$ cat src/rtl/readout_pkg.sv
// Shared types and default widths for the data-memory readout block.
package readout_pkg;

  localparam int ADDR_W_DEF = 8;
  localparam int DATA_W_DEF = 8;

  typedef enum logic [1:0] {
    IDLE,
    RUN,
    FIN
  } rd_state_t;

endpackage

$ cat src/rtl/readout_fifo2.sv
// Two-entry FIFO that absorbs the one-cycle read latency of data memory.
// The entries carry the data byte together with its end-of-dump flag.
module readout_fifo2 #(
  parameter int W = 9
) (
  input  logic         Clk,
  input  logic         Reset,
  input  logic         push,
  input  logic [W-1:0] push_data,
  input  logic         pop,
  output logic         empty,
  output logic         full,
  output logic [1:0]   count,
  output logic [W-1:0] head
);

  logic [W-1:0] mem_q [2];
  logic [W-1:0] mem_d [2];
  logic         wr_ptr_q, wr_ptr_d;
  logic         rd_ptr_q, rd_ptr_d;
  logic [1:0]   count_q, count_d;

  // NOTE: every signal gets a default before any branch so no latch is inferred.
  always_comb begin
    mem_d    = mem_q;
    wr_ptr_d = wr_ptr_q;
    rd_ptr_d = rd_ptr_q;
    if (push) begin
      mem_d[wr_ptr_q] = push_data;
      wr_ptr_d        = !wr_ptr_q;
    end
    if (pop) begin
      rd_ptr_d = !rd_ptr_q;
    end
    count_d = count_q + {1'b0, push} - {1'b0, pop};
  end

  // NOTE: non-blocking assignments for all state so every flop samples pre-edge values.
  always_ff @(posedge Clk or posedge Reset) begin
    if (Reset) begin
      // NOTE: the two entries are reset so the head reads as zero out of reset.
      mem_q    <= '{default: '0};
      wr_ptr_q <= 1'b0;
      rd_ptr_q <= 1'b0;
      count_q  <= 2'd0;
    end else begin
      mem_q    <= mem_d;
      wr_ptr_q <= wr_ptr_d;
      rd_ptr_q <= rd_ptr_d;
      count_q  <= count_d;
    end
  end

  assign empty = (count_q == 2'd0);
  assign full  = (count_q == 2'd2);
  assign count = count_q;
  assign head  = mem_q[rd_ptr_q];

endmodule

$ cat src/rtl/dmem_readout.sv
// Dumps a fixed window of data memory over a valid/ready byte stream once
// the core raises Done; one byte per cycle when the consumer never stalls.
module dmem_readout
  import readout_pkg::*;
#(
  parameter int                ADDR_W    = ADDR_W_DEF,
  parameter int                DATA_W    = DATA_W_DEF,
  parameter logic [ADDR_W-1:0] BASE_ADDR = '0,
  parameter int                COUNT     = 64
) (
  input  logic              Clk,
  input  logic              Reset,
  input  logic              Done,
  output logic              mem_ren,
  output logic [ADDR_W-1:0] mem_addr,
  input  logic [DATA_W-1:0] mem_rdata,
  output logic              out_valid,
  input  logic              out_ready,
  output logic [DATA_W-1:0] out_data,
  output logic              out_last,
  output logic              busy,
  output logic              finished
);

  localparam logic [ADDR_W:0] COUNT_C  = (ADDR_W + 1)'(COUNT);
  localparam logic [ADDR_W:0] LAST_IDX = COUNT_C - (ADDR_W + 1)'(1);

  rd_state_t         state_q, state_d;
  logic [ADDR_W:0]   issued_q, issued_d;
  logic [ADDR_W:0]   popped_q, popped_d;
  logic [ADDR_W-1:0] next_addr_q, next_addr_d;
  logic              inflight_q, inflight_d;
  logic              inflight_last_q, inflight_last_d;
  logic              done_q;

  logic              fifo_empty, fifo_full;
  logic [1:0]        fifo_count;
  logic [DATA_W:0]   fifo_head;
  logic              start, pop, credit_ok;
  logic [2:0]        occupancy;

  readout_fifo2 #(.W(DATA_W + 1)) u_fifo (
    .Clk       (Clk),
    .Reset     (Reset),
    .push      (inflight_q),
    .push_data ({inflight_last_q, mem_rdata}),
    .pop       (pop),
    .empty     (fifo_empty),
    .full      (fifo_full),
    .count     (fifo_count),
    .head      (fifo_head)
  );

  assign start     = Done && !done_q;
  assign out_valid = !fifo_empty;
  assign pop       = out_valid && out_ready;
  // A pop this cycle frees a slot in time for a read issued alongside it.
  assign occupancy = {1'b0, fifo_count} + {2'b00, inflight_q};
  assign credit_ok = (occupancy < (3'd2 + {2'b00, pop})) && !(fifo_full && !pop);

  always_comb begin
    state_d         = state_q;
    issued_d        = issued_q;
    popped_d        = popped_q;
    next_addr_d     = next_addr_q;
    inflight_d      = 1'b0;
    inflight_last_d = 1'b0;
    mem_ren         = 1'b0;
    busy            = 1'b0;
    finished        = 1'b0;
    unique case (state_q)
      IDLE: begin
        if (start) begin
          issued_d    = '0;
          popped_d    = '0;
          next_addr_d = BASE_ADDR;
          state_d     = (COUNT_C == '0) ? FIN : RUN;
        end
      end
      RUN: begin
        busy = 1'b1;
        if ((issued_q < COUNT_C) && credit_ok) begin
          mem_ren         = 1'b1;
          issued_d        = issued_q + 1'b1;
          next_addr_d     = next_addr_q + 1'b1;
          inflight_d      = 1'b1;
          inflight_last_d = (issued_q == LAST_IDX);
        end
        if (pop) begin
          popped_d = popped_q + 1'b1;
          if (popped_q == LAST_IDX) state_d = FIN;
        end
      end
      FIN: begin
        finished = 1'b1;
        if (!Done) state_d = IDLE;
      end
      default: state_d = IDLE;
    endcase
  end

  always_ff @(posedge Clk or posedge Reset) begin
    if (Reset) begin
      state_q         <= IDLE;
      issued_q        <= '0;
      popped_q        <= '0;
      next_addr_q     <= BASE_ADDR;
      inflight_q      <= 1'b0;
      inflight_last_q <= 1'b0;
      done_q          <= 1'b0;
    end else begin
      state_q         <= state_d;
      issued_q        <= issued_d;
      popped_q        <= popped_d;
      next_addr_q     <= next_addr_d;
      inflight_q      <= inflight_d;
      inflight_last_q <= inflight_last_d;
      done_q          <= Done;
    end
  end

  assign mem_addr = next_addr_q;
  assign out_data = fifo_head[DATA_W-1:0];
  assign out_last = out_valid && fifo_head[DATA_W];

endmodule
$ cat config.mk
export PLATFORM = sky130hd
export DESIGN_NAME = dmem_readout
export DESIGN_NICKNAME = d
export VERILOG_FILES = /design/src/rtl/readout_pkg.sv /design/src/rtl/readout_fifo2.sv /design/src/rtl/dmem_readout.sv
export SDC_FILE = /design/constraint.sdc
export NUM_CORES = 1
export LEC_CHECK = 0
export ABC_AREA = 1
export BUFFER_PORTS_ARGS = -buffer_cell sky130_fd_sc_hd__buf_2
export CAP_MARGIN = 20
export CORE_MARGIN = 2
export CORE_UTILIZATION = 36
export CTS_BUF_LIST = sky130_fd_sc_hd__clkbuf_4 sky130_fd_sc_hd__clkbuf_8
export DETAILED_ROUTE_END_ITERATION = 10
export GPL_ROUTABILITY_DRIVEN = 0
export PLACE_DENSITY_LB_ADDON = 0.1
export SETUP_SLACK_MARGIN = 0.3
export SLEW_MARGIN = 0
export SYNTH_ARGS = -nofsm -noshare
export SYNTH_HDL_FRONTEND = slang
export SYNTH_HIERARCHICAL = 1
export SYNTH_SLANG_ARGS = --single-unit
$ cat constraint.sdc
create_clock -name Clk -period 1.7 [get_ports Clk]
set_input_delay 0.255 -clock Clk [delete_from_list [all_inputs] [get_ports Clk]]
set_output_delay 0.255 -clock Clk [all_outputs]
set_load 0.01 [all_outputs]
==> key figures, run 1 <==
Clocking
  – Clock slew seen by the registers of the worst setup and hold paths: 90 ps
  – Clock root cell: clkbuf_8
  – CTS buffer count: 5
  – Clock Path Buffers: 2
  – CTS Sinks: 53
  – CTS tree: yes
  – Worst skew pair latency: 310 ps
  – H-tree depth: 2

Min path
  – Tightest Hold Check Type: in2reg

Power
  – Static Leak: a little under 2 nW
  – PwrDens: 1680 nW/um^2
  – Max VDD drop: 476 uV

STA
  – Hold slack: roughly 79 ps
  – Final number of max-transition violations: 0
  – Setup violators final: 1
  – PnR worst setup slack: -80.2 ps
  – Max Freq: 562 MHz
  – Min cycle time layout: approximately 1800 ps
  – Hold Vio Cnt, Final: 0
  – Final period util: 105%
  – Unrepaired setup endpoints after global routing: true
  – Worst-Margin Slew: 441 ps
  – Final Skew: 13.0 ps
  – Rel. slew slack: between 70% and 80%

Synthesis
  – Synth warn: 6
  – Synth top cells by count: 107 x nand2_1, 53 x dfrtp_1, 53 x inv_1
  – Synth area leaders: dfrtp_1 47%, nand2_1 14%, inv_1 7.0%
  – Seq cells post-synth: between 50 and 60
  – Yosys top cell area share: between 40% and 50%
  – Synth area leader: dfrtp_1
  – Top_reg_cell synth: dfrtp_1
  – Synth Instances: 366
  – EDFF count, synth: 0
  – Ys async rst share: 100%
  – Library cells used by synthesis: 22
  – Post-Syn Nets: roughly 390
  – Count leader, synth: nand2_1
  – Post-Syn Area: roughly 2800 sq um
  – Syn avg cell area: just under 8 sq um
  – Register area share after synthesis: 46.6%

Layout
  – ANT cells: 0
  – Share of layout cells above drive strength 1: 31.9%
  – Final net count: between 400 and 500
  – Design area: 3770 sq um
  – Filler Cells Inserted: 789
  – Area of the multi-input gates: 1430 sq um
  – Reg area: 1330 sq um
  – Non-Filler Instances: 532
  – Layout overhead on the synthesized area: 32.3%

Routing
  – Number of detailed-route iterations in the first pass: 5
  – Vias/cell: 4.61
  – Starting DRT DRC Count: 84
  – WL final: 6360 microns
  – Routed Antenna Nets: 0
  – Vias: 2,451
  – DR WL/cell: 12.0 microns
  – Drc violations: 0

Setup path
  – CP endpoint kind: primary output
  – CP max stage cell: dfrtp_1
  – Critical path type: reg2out
  – Bufs and invs on worst path: 2
  – Max stage delay on crit path: 400 ps
  – Worst path cell trace: ha_2, ha_4, nor2_2, nand2_1, nor2_2, nand3_2, inv_4, buf_6
  – CP max FO: 2
  – Setup crit start kind: flop
  – Worst Path Arrival: between 1500 and 2000 ps
  – Worst path most repeated cell: nor2_2
  – Worst Path Required: 1440 ps
  – Delay-heaviest family, CP: flip-flops

Floorplan
  – # IOs: 33
  – Die X: 93.0 microns
  – Die Ht: 93.0 microns
  – Starting Density: 37.1%
  – Rows: 32
  – Core Box Area: about 7700 sq um
  – Die area: a little under 9000 sq um

Outcome
  – Failing checks: negative setup slack
  – Status: finished, violations left

Placed design
  – Dpl cell area: 3160 sq um
  – IO Port Bufs: 32
  – Dpl hpwl: 4020 microns
  – Placed Instances: 500

Job
  – Max_cap viols: 0

Global route
  – Overflow after GRT: 0
  – Initial antenna violation count: 0
  – Largest net degree at the start of global routing: 32
  – Number of global-route vias before repair: 2,334
  – First-pass GRT wire length: approximately 11,000 microns
  – Tot GR Track Use: 15.4%
-- area by class of cell --
cell class	count	share of cell area, %
clock buffer	5	1.83
clock inverter	3	1.73
multi-input combinational	247	38.0
inverter	57	6.14
tap	102	3.39
timing repair buffer	65	13.6
sequential	53	35.3
-- logic make-up after synthesis --
family | share of synthesized area, %
flip-flops | 46.6
AO/OA/AOI/OAI | 9.22
AND/OR/NAND/NOR | 28.8
buffers and inverters | 9.92
adder cells (fa/ha/maj) | 3.07
XOR/XNOR | 2.46
-- per-stage QoR --
stage / setup WS (ps) / power, mW / util (%) / TNS (ps)
after floorplan: 179 / 3.65 / - / 0
after global placement: 120 / 4.18 / 41.0 / 0
after detailed placement: 71.6 / 4.22 / 41.0 / 0
after CTS: -127 / 5.85 / 45.9 / -127
after global routing: -201 / 6.87 / 49.0 / -1810
final: -80.2 / 6.34 / 49.0 / -80.2
-- layout by cell type, fill, tap and decap left out, drive strengths merged --
cell,count
xor2,6
buf,62
nor3,1
clkbuf,7
inv,57
nand3,31
dlygate4sd3,1
nand4,8
xnor2,2
ha,7
bufinv,2
dfrtp,53
o21bai,1
a21oi,4
clkinv,1
nand2,116
o21ai,35
nor2,36
-- final timing paths --
kind | endpoint | startpoint | cells past startpoint | slack, ps
max | mem_ren | inflight_q | 8 | -80
min | done_q | Done | 1 | 80
max reg2reg | issued_q[0] | inflight_q | 11 | 10
min reg2reg | u_fifo/mem_q[16] | u_fifo/mem_q[16] | 2 | 490
max in group asynchronous | popped_q[0] | Reset | 4 | 800
min in group asynchronous | u_fifo/mem_q[16] | Reset | 4 | 540
-- where the power goes --
group          internal [mW]  switching (mW)  total (mW)
clock network          0.585           0.424        1.01
logic                   1.57            1.68        3.25
registers               1.67           0.407        2.08
-- per-layer routing --
layer	up-vias	share of wire, %	GRT usage, %
met1	1128	46	19.8
met3	6	3.6	3.01
met5	-	0	0
li1	1269	-	-
met2	48	49	25.9
met4	0	1.4	5.15
-- state kept, by name, summed over array words and instances (netlist names) --
register	flops
mem_addr	8
state_q	2
inflight_q	1
inflight_last_q	1
u_fifo/mem_q	18
u_fifo/count	2
u_fifo/rd_ptr_q	1
popped_q	9
done_q	1
issued_q	9
u_fifo/wr_ptr_q	1
-- repair_timing --
| action | in CTS | in global routing |
|---|---|---|
| cloned | 1 | 3 |
| resized for setup | 46 | 31 |
| endpoints found under the hold margin | 22 | 0 |
| setup endpoints to repair | 38 | 41 |
| hold buffers | 1 | 0 |
| pin swaps | 17 | 11 |
| buffers inserted | 7 | 12 |
(Power assumes the default switching activity.)
==> run 2, diff against run 1 <==
--- a/config.mk
+++ b/config.mk
@@ -8,11 +8,13 @@
 export ABC_AREA = 1
 export BUFFER_PORTS_ARGS = -buffer_cell sky130_fd_sc_hd__buf_2
 export CAP_MARGIN = 20
+export CORE_ASPECT_RATIO = 0.7
 export CORE_MARGIN = 2
 export CORE_UTILIZATION = 36
 export CTS_BUF_LIST = sky130_fd_sc_hd__clkbuf_4 sky130_fd_sc_hd__clkbuf_8
 export DETAILED_ROUTE_END_ITERATION = 10
 export GPL_ROUTABILITY_DRIVEN = 0
+export GPL_TIMING_DRIVEN = 1
 export PLACE_DENSITY_LB_ADDON = 0.1
 export SETUP_SLACK_MARGIN = 0.3
 export SLEW_MARGIN = 0
==> key figures, run 2 (synthesis gave the netlist of run 1 again) <==
Layout
  – Most frequent cells in the layout: 92 x nand2_1, 51 x dfrtp_1, 49 x inv_1, 29 x nor2_1, 29 x buf_2 (was 97 x nand2_1, 50 x inv_1, 50 x dfrtp_1, 32 x nor2_1, 29 x buf_2)
  – Leading cell type in the layout, fill and taps excluded: nand2_1 (unchanged)
  – Filler Cells Inserted: 796 (was 789)
  – Reg with most FFs: u_fifo/mem_q (unchanged)
  – Layout Utilization: 48.8% (was 49.0%)
  – Layout overhead on the synthesized area: 33.2% (was 32.3%)
  – Largest register FFs: 18 (unchanged)
  – Share of layout cells above drive strength 1: 37.6% (was 31.9%)
  – Non-Filler Instances: 529 (was 532)
  – Final net count: 446 (was 448)
  – ANT cells: 0 (unchanged)
  – Design area: 3790 sq um (was 3770 sq um)
  – Biggest regs: u_fifo/mem_q x18, issued_q x9, popped_q x9 (unchanged)

Placed design
  – Dpl cell area: 3150 sq um (was 3160 sq um)
  – Setup Slack @ Placement: 48.5 ps (was 71.6 ps)
  – Placed Instances: 499 (was 500)
  – IO Port Bufs: 32 (unchanged)
  – Dpl hpwl: 4180 microns (was 4020 microns)

Global route
  – First-pass GRT wire length: 11,100 microns (was 10,700 microns)
  – Overflow after GRT: 0 (unchanged)
  – Largest net degree at the start of global routing: 32 (unchanged)
  – Number of global-route vias before repair: 2,342 (was 2,334)
  – Initial antenna violation count: 0 (unchanged)
  – Tot GR Track Use: 16.5% (was 15.4%)

Clocking
  – Clock root cell: clkbuf_8 (unchanged)
  – CTS Sinks: 53 (unchanged)
  – CTS buffer count: 5 (unchanged)
  – Worst skew pair latency: 310 ps (about the same)
  – H-tree depth: 2 (unchanged)
  – Clock slew seen by the registers of the worst setup and hold paths: 90 ps (about the same)
  – CTS tree: yes (unchanged)
  – Clock Path Buffers: 2 (unchanged)

Routing
  – Vias: 2,433 (was 2,451)
  – DR WL/cell: 12.2 microns (was 12.0 microns)
  – Vias/cell: 4.60 (was 4.61)
  – WL final: 6480 microns (was 6360 microns)
  – Number of detailed-route iterations in the first pass: 4 (was 5)
  – Routed Antenna Nets: 0 (unchanged)
  – Starting DRT DRC Count: 80 (was 84)
  – Drc violations: 0 (unchanged)

Floorplan
  – Starting Density: 36.7% (was 37.1%)
  – Die X: 110 microns (was 93.0 microns)
  – Die Ht: 78.4 microns (was 93.0 microns)
  – # IOs: 33 (unchanged)
  – Die area: 8650 sq um (was 8640 sq um)
  – Rows: 27 (was 32)
  – Core Box Area: 7770 sq um (was 7690 sq um)

Setup path
  – Critical path type: reg2out (unchanged)
  – CP endpoint kind: primary output (unchanged)
  – CP max FO: 2 (unchanged)
  – Setup crit start kind: flop (unchanged)
  – Worst Path Arrival: 1620 ps (was 1530 ps)
  – Worst Path Required: 1440 ps (about the same)

STA
  – Rel. slew slack: 69.6% (was 70.5%)
  – Hold Vio Cnt, Final: 0 (unchanged)
  – Worst-Margin Slew: 455 ps (was 441 ps)
  – Final number of max-transition violations: 0 (unchanged)
  – Max Freq: 534 MHz (was 562 MHz)
  – Setup violators final: 16 (was 1)
  – Fin Setup TNS: -898 ps (was -80.2 ps)
  – PnR worst setup slack: -172 ps (was -80.2 ps)
  – Final Skew: 6.05 ps (was 13.0 ps)
  – Final period util: 110% (was 105%)
  – Min cycle time layout: 1870 ps (was 1780 ps)
  – Unrepaired setup endpoints after global routing: true (unchanged)

Power
  – Clock share of power: 11.8% (was 15.9%)
  – PwrDens: 1610 nW/um^2 (was 1680 nW/um^2)
  – Max VDD drop: 746 uV (was 476 uV)
  – Internal Dissipation: 3.50 mW (was 3.82 mW)
  – Switching Fraction: 42.6% (was 39.7%)
  – Sw power: 2.60 mW (was 2.51 mW)
  – Flop pwr share: 34.6% (was 32.8%)
  – Logic pwr share: 53.7% (was 51.3%)
  – Static Leak: 1.95 nW (was 1.99 nW)

Outcome
  – Failing checks: negative setup slack (unchanged)
  – Status: finished, violations left (unchanged)

Job
  – Max_cap viols: 0 (unchanged)

Min path
  – Tightest Hold Check Type: in2reg (unchanged)
## run 2: cell types whose count changed in the layout (fill, tap and decap cells not counted), moves of 3 or more
| cell | delta |
|---|---|
| nand3_1 | -12 |
| nand3_2 | +11 |
| nand2_2 | +8 |
| nand2_1 | -5 |
| o21ai_2 | +4 |
| buf_4 | -3 |
| nand2_8 | -3 |
| nor2_1 | -3 |
| o21ai_1 | -3 |
## run 2: area by class of cell
| cell class | instances | area, sq um | area share [%] |
|---|---|---|---|
| sequential | 53 | 1330 | 35.0 |
| tap | 101 | 126 | 3.33 |
| clock buffer | 5 | 68.8 | 1.81 |
| timing repair buffer | 63 | 495 | 13.1 |
| multi-input combinational | 247 | 1520 | 40.2 |
| clock inverter | 3 | 17.5 | 0.462 |
| inverter | 57 | 234 | 6.17 |
## run 2: power by group through the flow
| stage | sequential [mW] | combinational, mW | clock [mW] |
|---|---|---|---|
| 2_1_floorplan | 1.97 | 1.67 | 0 |
| 3_3_place_gp | 2.06 | 2.13 | 0 |
| 3_5_place_dp | 2.06 | 2.16 | 0 |
| 4_1_cts | 2.05 | 2.82 | 0.751 |
| 5_1_grt | 2.18 | 3.67 | 0.799 |
| 6_report | 2.11 | 3.28 | 0.718 |
## run 2: worst max-delay path: stages, from the launching register on
cell and delay [ps]:
dfrtp_1 400, ha_2 200, ha_4 150, nor2_2 70, nand2_1 60, nor2_2 100, nand3_2 130, inv_4 90
buf_6 100
## run 2: routing by layer
layer,global-route usage [%],wire (microns)
met5,0,0
met1,24.6,3350
met3,3.16,226
met4,6.00,98
met2,23.7,2800
## run 2: timing repair
action	4_1_cts	5_1_grt
gates resized for setup	39	64
endpoints found under the setup margin	37	44
pin swaps	12	22
gates cloned	2	1
endpoints found under the hold margin	22	0
hold buffers	1	0
buffers inserted	14	4
## run 2: final timing paths
path	from	slack (ps)	endpoint	cells after the start
max reg2reg	u_fifo/count[0]	-80	mem_addr[7]	11
min in group asynchronous	Reset	530	u_fifo/wr_ptr_q	4
max	u_fifo/count[0]	-170	mem_ren	8
max in group asynchronous	Reset	800	popped_q[0]	4
min	Done	80	done_q	1
min reg2reg	u_fifo/mem_q[16]	490	u_fifo/mem_q[16]	2
## run 2: stage by stage
stage,hold WS (ps),power [mW]
floorplan,244,3.65
global placement,324,4.19
detailed placement,327,4.22
CTS,69.7,5.62
global route,67.0,6.66
finish,78.1,6.11
==> run 3, diff against run 2 <==
--- a/config.mk
+++ b/config.mk
@@ -16,7 +16,7 @@
 export GPL_ROUTABILITY_DRIVEN = 0
 export GPL_TIMING_DRIVEN = 1
 export PLACE_DENSITY_LB_ADDON = 0.1
-export SETUP_SLACK_MARGIN = 0.3
+export SETUP_SLACK_MARGIN = 0.4
 export SLEW_MARGIN = 0
 export SYNTH_ARGS = -nofsm -noshare
 export SYNTH_HDL_FRONTEND = slang
==> key figures, run 3 (synthesis gave the netlist of run 1 again) <==
Outcome
  – Status: finished, violations left (unchanged)
  – Failing checks: negative setup slack (unchanged)

Layout
  – ANT cells: 0 (unchanged)
  – Leading cell type in the layout, fill and taps excluded: nand2_1 (unchanged)
  – Biggest regs: u_fifo/mem_q x18, issued_q x9, popped_q x9 (unchanged)
  – Layout overhead on the synthesized area: 32.1% (was 33.2%)
  – Largest register FFs: 18 (unchanged)
  – Most frequent cells in the layout: 94 x nand2_1, 49 x inv_1, 49 x dfrtp_1, 29 x nor2_1, 29 x buf_2 (was 92 x nand2_1, 51 x dfrtp_1, 49 x inv_1, 29 x nor2_1, 29 x buf_2)
  – Design area: 3760 sq um (was 3790 sq um)
  – Reg with most FFs: u_fifo/mem_q (unchanged)
  – Share of layout cells above drive strength 1: 35.2% (was 37.6%)
  – Final net count: 450 (was 446)

Clocking
  – Clock slew seen by the registers of the worst setup and hold paths: 100 ps (was 90 ps)
  – H-tree depth: 2 (unchanged)
  – Clock root cell: clkbuf_8 (unchanged)
  – CTS buffer count: 5 (unchanged)
  – CTS tree: yes (unchanged)
  – Worst skew pair latency: 310 ps (about the same)
  – CTS Sinks: 53 (unchanged)
  – Clock Path Buffers: 2 (unchanged)

Floorplan
  – # IOs: 33 (unchanged)
  – Core Box Area: 7770 sq um (unchanged)
  – Die area: 8650 sq um (unchanged)
  – Rows: 27 (unchanged)
  – Die X: 110 microns (unchanged)
  – Die Ht: 78.4 microns (unchanged)
  – Starting Density: 36.7% (unchanged)

Global route
  – Overflow after GRT: 0 (unchanged)
  – Tot GR Track Use: 16.5% (about the same)
  – Number of global-route vias before repair: 2,200 (was 2,342)
  – Initial antenna violation count: 0 (unchanged)
  – First-pass GRT wire length: 11,000 microns (was 11,100 microns)
  – Largest net degree at the start of global routing: 32 (unchanged)

STA
  – Final period util: 107% (was 110%)
  – Fin Setup TNS: -533 ps (was -898 ps)
  – Worst-Margin Slew: 457 ps (was 455 ps)
  – Rel. slew slack: 69.4% (was 69.6%)
  – Hold Vio Cnt, Final: 0 (unchanged)
  – Max Freq: 548 MHz (was 534 MHz)
  – PnR worst setup slack: -124 ps (was -172 ps)
  – Final number of max-transition violations: 0 (unchanged)
  – Final Skew: 13.3 ps (was 6.05 ps)
  – Unrepaired setup endpoints after global routing: true (unchanged)
  – Setup violators final: 18 (was 16)
  – Min cycle time layout: 1820 ps (was 1870 ps)

Setup path
  – Worst r2r path cells: 11 (unchanged)
  – CP max FO: 2 (unchanged)
  – Worst Path Required: 1440 ps (about the same)
  – Reg2reg setup slack: -40 ps (was -80 ps)
  – CP endpoint kind: primary output (unchanged)
  – R2R Path End: issued_q[2] (was mem_addr[7])
  – Reg2reg start: u_fifo/count[0] (unchanged)
  – Worst Path Arrival: 1570 ps (was 1620 ps)
  – Critical path type: reg2out (unchanged)
  – Setup crit start kind: flop (unchanged)

Power
  – Static Leak: 1.96 nW (was 1.95 nW)
  – Total power: 6.22 mW (was 6.11 mW)
  – Max VDD drop: 518 uV (was 746 uV)
  – PwrDens: 1650 nW/um^2 (was 1610 nW/um^2)

Job
  – Max_cap viols: 0 (unchanged)

Min path
  – Hold Path Depth: 1 (unchanged)
  – Hold Path Sink: done_q (unchanged)
  – Beginning of the worst hold path: Done (unchanged)
  – Tightest Hold Check Type: in2reg (unchanged)

Routing
  – DR WL/cell: 12.2 microns (about the same)
  – Vias: 2,433 (unchanged)
  – WL final: 6510 microns (was 6480 microns)
  – Number of detailed-route iterations in the first pass: 4 (unchanged)
  – Starting DRT DRC Count: 138 (was 80)
  – Routed Antenna Nets: 0 (unchanged)
  – Vias/cell: 4.56 (was 4.60)
  – Drc violations: 0 (unchanged)

Placed design
  – IO Port Bufs: 32 (unchanged)
  – Setup Slack @ Placement: 121 ps (was 48.5 ps)
  – Dpl hpwl: 4300 microns (was 4180 microns)
  – Dpl cell area: 3170 sq um (was 3150 sq um)
run 3: changes by cell type in the layout (fill, tap and decap cells not counted), moves of 3 or more:
| cell | previous run | this run |
|---|---|---|
| buf_8 | 3 | 0 |
| nand2_2 | 16 | 13 |
| nand3_2 | 15 | 5 |
| nand3_1 | 15 | 26 |
| buf_6 | 10 | 14 |
| buf_4 | 18 | 23 |
run 3: worst max-delay path by stage:
stage,start,endpoint,slack [ps]
detailed placement,u_fifo/count[0],mem_addr[0],120
global placement,u_fifo/count[0],mem_addr[7],170
floorplan,inflight_q,mem_ren,180
CTS,u_fifo/count[0],mem_ren,-140
finish,u_fifo/count[0],mem_ren,-120
global route,u_fifo/count[0],mem_ren,-250
run 3: layout make-up:
type / instances / area (sq um)
Timing Repair Buffer: 67 / 485
Sequential cell: 53 / 1330
Clock buffer: 6 / 76.3
Fill cell: 768 / 4010
Tap cell: 101 / 126
Clock inverter: 2 / 38.8
Multi-Input combinational cell: 247 / 1470
Inverter: 57 / 231
run 3: per-layer routing:
metal / part of all wire, % / track usage, % / vias to the layer above
li1: - / - / 1271
met1: 53 / 26.2 / 1123
met2: 42 / 22.4 / 34
met3: 4.2 / 3.90 / 5
met4: 0.91 / 3.38 / 0
met5: 0 / 0 / -
run 3: repair_timing:
action / 4_1_cts / 5_1_grt
cloned: 4 / 0
endpoints found under the setup margin: 43 / 46
gates resized for setup: 64 / 23
pin swaps: 20 / 8
buffers inserted: 14 / 5
hold buffers: 1 / 0
endpoints found under the hold margin: 22 / 0
run 3: per-stage QoR:
step	hold slack [ps]	util, %	instances
after floorplan	244	-	366
after global placement	324	40.9	501
after detailed placement	326	40.9	501
after CTS	59.1	46.7	528
after global routing	59.8	48.4	533
final	69.8	48.4	533
run 3: worst max-delay path, stage by stage, from the launching register on:
cell,delay (ps)
dfrtp_1,410
ha_2,200
ha_4,150
nor2_2,70
nand2_1,60
nor2_2,90
nand3_2,110
inv_4,80
buf_6,90
run 3: where the power goes:
group	switching [mW]	leakage [nW]	internal [mW]
registers	0.408	0.676	1.67
logic	1.73	1.22	1.52
clock network	0.431	0.0588	0.459
